[src/rtl/mmc1_serial_writer.sv]
// Emulated 6502 bus master that loads one MMC1 register through its 5-bit
// serial port, optionally preceded by a shift-register reset write.
module mmc1_serial_writer #(
  parameter int CYC_LEN   = 12,
  parameter int RST_FIRST = 1
) (
  input  logic        clk,
  input  logic        map_rst_n,
  input  logic        cmd_valid,
  output logic        cmd_ready,
  input  logic [1:0]  cmd_reg,
  input  logic [4:0]  cmd_dat,
  input  logic        cmd_rst,
  output logic [14:0] cpu_addr,
  output logic [7:0]  cpu_dat,
  output logic        cpu_rw,
  output logic        cpu_ce,
  output logic        m2,
  output logic        busy,
  output logic        done
);

  localparam int PW = (CYC_LEN > 2) ? $clog2(CYC_LEN) : 1;
  localparam logic [PW-1:0] PH_LAST = PW'(CYC_LEN - 1);
  localparam logic [PW-1:0] PH_HALF = PW'(CYC_LEN / 2);

  typedef enum logic [2:0] {
    S_IDLE = 3'd0,
    S_RSTW = 3'd1,
    S_RGAP = 3'd2,
    S_BITW = 3'd3,
    S_BGAP = 3'd4,
    S_DONE = 3'd5
  } state_e;

  state_e         state_q, state_d;
  logic [PW-1:0]  phase_q, phase_d;
  logic [2:0]     idx_q, idx_d;
  logic [1:0]     reg_q, reg_d;
  logic [4:0]     dat_q, dat_d;
  logic           rst_q, rst_d;

  logic           ready_q, ready_d;
  logic           busy_q, busy_d;
  logic           done_q, done_d;
  logic           m2_q, m2_d;
  logic           ce_q, ce_d;
  logic           rw_q, rw_d;
  logic [14:0]    addr_q, addr_d;
  logic [7:0]     bus_q, bus_d;

  logic           last_s;
  logic           cyc_s;

  assign last_s = (phase_q == PH_LAST);
  assign cyc_s  = (state_q == S_RSTW) || (state_q == S_RGAP) ||
                  (state_q == S_BITW) || (state_q == S_BGAP);

  // Next-state, command latch and next registered bus outputs.
  always_comb begin
    state_d = state_q;
    idx_d   = idx_q;
    reg_d   = reg_q;
    dat_d   = dat_q;
    rst_d   = rst_q;

    case (state_q)
      S_IDLE: begin
        if (cmd_valid && ready_q) begin
          reg_d   = cmd_reg;
          dat_d   = cmd_dat;
          rst_d   = cmd_rst;
          idx_d   = 3'd0;
          state_d = ((RST_FIRST != 0) || cmd_rst) ? S_RSTW : S_BITW;
        end else begin
          state_d = S_IDLE;
        end
      end
      S_RSTW: begin
        if (last_s) begin
          state_d = S_RGAP;
        end else begin
          state_d = S_RSTW;
        end
      end
      S_RGAP: begin
        if (last_s) begin
          if (rst_q) begin
            state_d = S_DONE;
          end else begin
            state_d = S_BITW;
            idx_d   = 3'd0;
          end
        end else begin
          state_d = S_RGAP;
        end
      end
      S_BITW: begin
        if (last_s) begin
          state_d = S_BGAP;
        end else begin
          state_d = S_BITW;
        end
      end
      S_BGAP: begin
        if (last_s) begin
          if (idx_q < 3'd4) begin
            state_d = S_BITW;
            idx_d   = idx_q + 3'd1;
          end else begin
            state_d = S_DONE;
          end
        end else begin
          state_d = S_BGAP;
        end
      end
      S_DONE:  state_d = S_IDLE;
      default: state_d = S_IDLE;
    endcase

    // Phase restarts on every bus-cycle boundary, so outputs only move at phase 0.
    phase_d = (cyc_s && !last_s) ? (phase_q + PW'(1)) : {PW{1'b0}};

    ce_d   = 1'b1;
    rw_d   = 1'b1;
    addr_d = 15'h0000;
    bus_d  = 8'h00;
    case (state_d)
      S_RSTW: begin
        ce_d  = 1'b0;
        rw_d  = 1'b0;
        bus_d = 8'h80;
      end
      S_BITW: begin
        ce_d   = 1'b0;
        rw_d   = 1'b0;
        addr_d = {reg_d, 13'h0000};
        bus_d  = {7'b0000000, dat_d[idx_d]};
      end
      default: begin
        ce_d   = 1'b1;
        rw_d   = 1'b1;
        addr_d = 15'h0000;
        bus_d  = 8'h00;
      end
    endcase

    m2_d    = (phase_d >= PH_HALF);
    ready_d = (state_d == S_IDLE);
    busy_d  = (state_d != S_IDLE);
    done_d  = (state_d == S_DONE);
  end

  // State, command and output registers; reset forces the idle bus at once.
  always_ff @(posedge clk or negedge map_rst_n) begin
    if (!map_rst_n) begin
      state_q <= S_IDLE;
      phase_q <= {PW{1'b0}};
      idx_q   <= 3'd0;
      reg_q   <= 2'd0;
      dat_q   <= 5'd0;
      rst_q   <= 1'b0;
      ready_q <= 1'b0;
      busy_q  <= 1'b0;
      done_q  <= 1'b0;
      m2_q    <= 1'b0;
      ce_q    <= 1'b1;
      rw_q    <= 1'b1;
      addr_q  <= 15'h0000;
      bus_q   <= 8'h00;
    end else begin
      state_q <= state_d;
      phase_q <= phase_d;
      idx_q   <= idx_d;
      reg_q   <= reg_d;
      dat_q   <= dat_d;
      rst_q   <= rst_d;
      ready_q <= ready_d;
      busy_q  <= busy_d;
      done_q  <= done_d;
      m2_q    <= m2_d;
      ce_q    <= ce_d;
      rw_q    <= rw_d;
      addr_q  <= addr_d;
      bus_q   <= bus_d;
    end
  end

  assign cmd_ready = ready_q;
  assign busy      = busy_q;
  assign done      = done_q;
  assign m2        = m2_q;
  assign cpu_ce    = ce_q;
  assign cpu_rw    = rw_q;
  assign cpu_addr  = addr_q;
  assign cpu_dat   = bus_q;

endmodule

[config.mk]
export PLATFORM = sky130hd
export DESIGN_NAME = mmc1_serial_writer
export DESIGN_NICKNAME = d
export VERILOG_FILES = /design/src/rtl/mmc1_serial_writer.sv
export SDC_FILE = /design/constraint.sdc
export NUM_CORES = 1
export LEC_CHECK = 0
export ABC_AREA = 1
export CAP_MARGIN = 20
export CORE_AREA = 2 2 55 68
export CTS_BUF_LIST = sky130_fd_sc_hd__clkbuf_8 sky130_fd_sc_hd__clkbuf_16
export DETAILED_ROUTE_END_ITERATION = 12
export DIE_AREA = 0 0 57 70
export PLACE_DENSITY = 0.8
export SLEW_MARGIN = 15
export SYNTH_ARGS = -nofsm -noshare
export SYNTH_HDL_FRONTEND = slang
export SYNTH_SLANG_ARGS = --single-unit
[constraint.sdc]
create_clock -name clk -period 1.9 [get_ports clk]
set_input_delay 0.19 -clock clk [delete_from_list [all_inputs] [get_ports clk]]
set_output_delay 0.19 -clock clk [all_outputs]
set_load 0.005 [all_outputs]
==> results.json <==
{
  "critPathTopFamily": "simple AND/OR/NAND/NOR gates",
  "swShare": 0.3926,
  "pwr-share-comb": 0.414,
  "hpwlAfterDp_um": 2261,
  "crit_required_ns": 2.11,
  "cp_cell_sequence": "ha_2, nand2_1, nor2_1, buf_4, nand2_1, nand2_1, nand3_1, nand2_1, nand3_1, nand3_1, nand2_1, a21oi_2",
  "max_freq_mhz": 603.8,
  "final_common_cell": "nand2_1",
  "grt_usage": 0.1598,
  "syn2layout_area_growth_pct": 14.60,
  "worst_ir_drop_vdd_mv": 0.8803,
  "slew_viol_final": 0,
  "rsz0062_at_grt": "no",
  "finalCriticalPeriod_ns": 1.656,
  "p_int_mw": 1.261,
  "wire_per_inst_um": 11.12,
  "start_util": 0.4532,
  "ys_seq_elements": 27,
  "crit_path_top_delay_cell": "dfrtp_1",
  "drc": 0,
  "io_pins": 40,
  "p_seq_frac": 0.423,
  "fin_skew_ns": 0.003399,
  "ctsHtreeMaxLevel": 1,
  "crit_path_max_incr_delay_ns": 0.38,
  "hold_viol_final": 0,
  "synth_cells": 191,
  "critPathMaxFanout": 11,
  "clkLatencyLatePin_ns": 0.27,
  "cpMostUsedCell": "nand2_1",
  "ys.flop_type": "dfrtp_1",
  "maxCapViolCount": 0,
  "post-cts-setup-buffers": 0,
  "tritoncts": "built",
  "finalCritPeriodShare": 0.8717,
  "die_w_um": 57,
  "yosysWarningCount": 0,
  "cts_buffers": 3,
  "final_nets": 228,
  "power_density_mw_per_mm2": 1167,
  "io_buffers": 20,
  "wirelength_um": 2814,
  "status": "finished clean",
  "drive_above_1_share": 0.1402,
  "grt_pass1_wl_um": 5085,
  "die_area_mm2": 0.003990,
  "clockRootBuffer": "clkbuf_8",
  "worstPathArrival_ns": 1.86,
  "final_core_util": 0.5194,
  "setup_tns_ns": 0,
  "hold_class": "input port to asynchronous set/reset pin",
  "cts_hold_buffers": 0,
  "num_rows": 24,
  "grt_pass1_vias": 1186,
  "first_pass_iters": 4,
  "cts_resized": 0,
  "synth-async-reset-ratio": 1.000,
  "netlist_area_mm2": 0.001551,
  "ys_seq_area_frac": 0.4363,
  "synth_edf_count": 0,
  "setup_viol": 0,
  "die_y_um": 70,
  "layout_common_cells": "nand2_1, dfrtp_1, inv_1",
  "path_buf_inv": 1,
  "finalPower_mw": 2.076,
  "worstSetupStartpointType": "flop",
  "antenna_found_initial": 0,
  "ant_nets": 0,
  "via_per_inst": 4.715,
  "power.share.clock": 0.163,
  "cts.sinks": 27,
  "diodes": 0,
  "synth.avg_cell_area_um2": 8.123,
  "core_mm2": 0.003423,
  "p_leak_nw": 0.8970,
  "route.vias.total": 1193,
  "clockBufferDepth": 2,
  "synth_cell_types": 30,
  "drtIter0Drc": 33,
  "grt_start_max_net_pins": 28,
  "power.switching_mw": 0.8149,
  "worst-setup-path-type": "flop to flop",
  "clk_transition_reported_paths_ns": 0.10,
  "grt-ovfl-total": 0,
  "worstSetupEndpointType": "flop",
  "gp_congestion": 0.8662,
  "final.fill_count": 350
}
## through the flow
stage               hold slack [ns]  setup slack, ns  instance area, um2  cells
floorplan                   -0.1056           0.4228                1619    209
global placement             0.4420           0.2740                1725    249
detailed placement           0.4557           0.2482                1725    249
CTS                          0.2774           0.2222                1775    253
global route                 0.2996          0.01478                1778    253
finish                       0.2688           0.2438                1778    253
## cells in the mapped netlist, types with 3 or more instances
cell type  count  area share
o21ai_0        3      0.0097
buf_4         21        0.10
nand2_2        5       0.020
nand4_1        4       0.016
a21oi_1        4       0.013
dfrtp_1       26        0.42
nand3_1       14       0.045
inv_1         21       0.051
nand2_1       55        0.13
nand3_2        3       0.019
nor2_1        10       0.024
## layout make-up
class / count / area [um2] / share of cell area
inverters: 25 / 103.9 / 0.05841
clock inverters: 1 / 8.758 / 0.004926
clock buffers: 3 / 41.29 / 0.02322
multi-input cells: 136 / 683.2 / 0.3842
flip-flops and latches: 27 / 676.9 / 0.3807
well taps: 39 / 48.80 / 0.02745
repair buffers: 22 / 215.2 / 0.1210
## power by group through the flow
stage,Sequential [mW],Combinational [mW],Clock [mW]
6_report,0.878,0.859,0.338
4_1_cts,0.879,0.867,0.348
3_3_place_gp,0.885,0.837,0
3_5_place_dp,0.890,0.861,0
2_1_floorplan,0.870,0.623,0
5_1_grt,0.904,0.981,0.381
## metal layers
layer / track usage / part of all wire / wire length (um)
met4: 0.06977 / 0.014 / 39
met2: 0.2771 / 0.55 / 1541
met1: 0.2000 / 0.40 / 1124
met5: 0 / 0 / 0
met3: 0.01296 / 0.038 / 108
## registers in the layout, indices dropped and copies added (netlist names), 2 cells and up
name,count
state_q,3
idx_q,3
dat_q,5
cpu_dat,2
reg_q,2
phase_q,4
cpu_addr,2
## cell families after synthesis
| kind of cell | after synthesis | synth area share |
|---|---|---|
| fa+ha+maj | 2 | 0.01613 |
| other cells | 1 | 0.002417 |
| compound gates | 12 | 0.04759 |
| simple gates | 102 | 0.3234 |
| xor+xnor | 1 | 0.005646 |
| flops | 27 | 0.4363 |
| buf+inv | 46 | 0.1685 |
## path summary, 6_finish.rpt
check / startpoint / end / slack [ns] / cells after the start
setup / recovery: phase_q[0]$_DFF_PN0_ / cpu_dat[0]$_DFF_PN0_ / 0.24 / 12
hold / removal: map_rst_n / cpu_dat[7]$_DFF_PN0_ / 0.27 / 2
setup reg to reg: phase_q[0]$_DFF_PN0_ / cpu_dat[0]$_DFF_PN0_ / 0.24 / 12
hold reg to reg: phase_q[0]$_DFF_PN0_ / phase_q[0]$_DFF_PN0_ / 0.47 / 1
max in group asynchronous: map_rst_n / cpu_rw$_DFF_PN1_ / 1.34 / 2
min in group clk: cmd_reg[0] / reg_q[0]$_DFF_PN0_ / 0.47 / 3
Power figures use the tool's default switching activity.
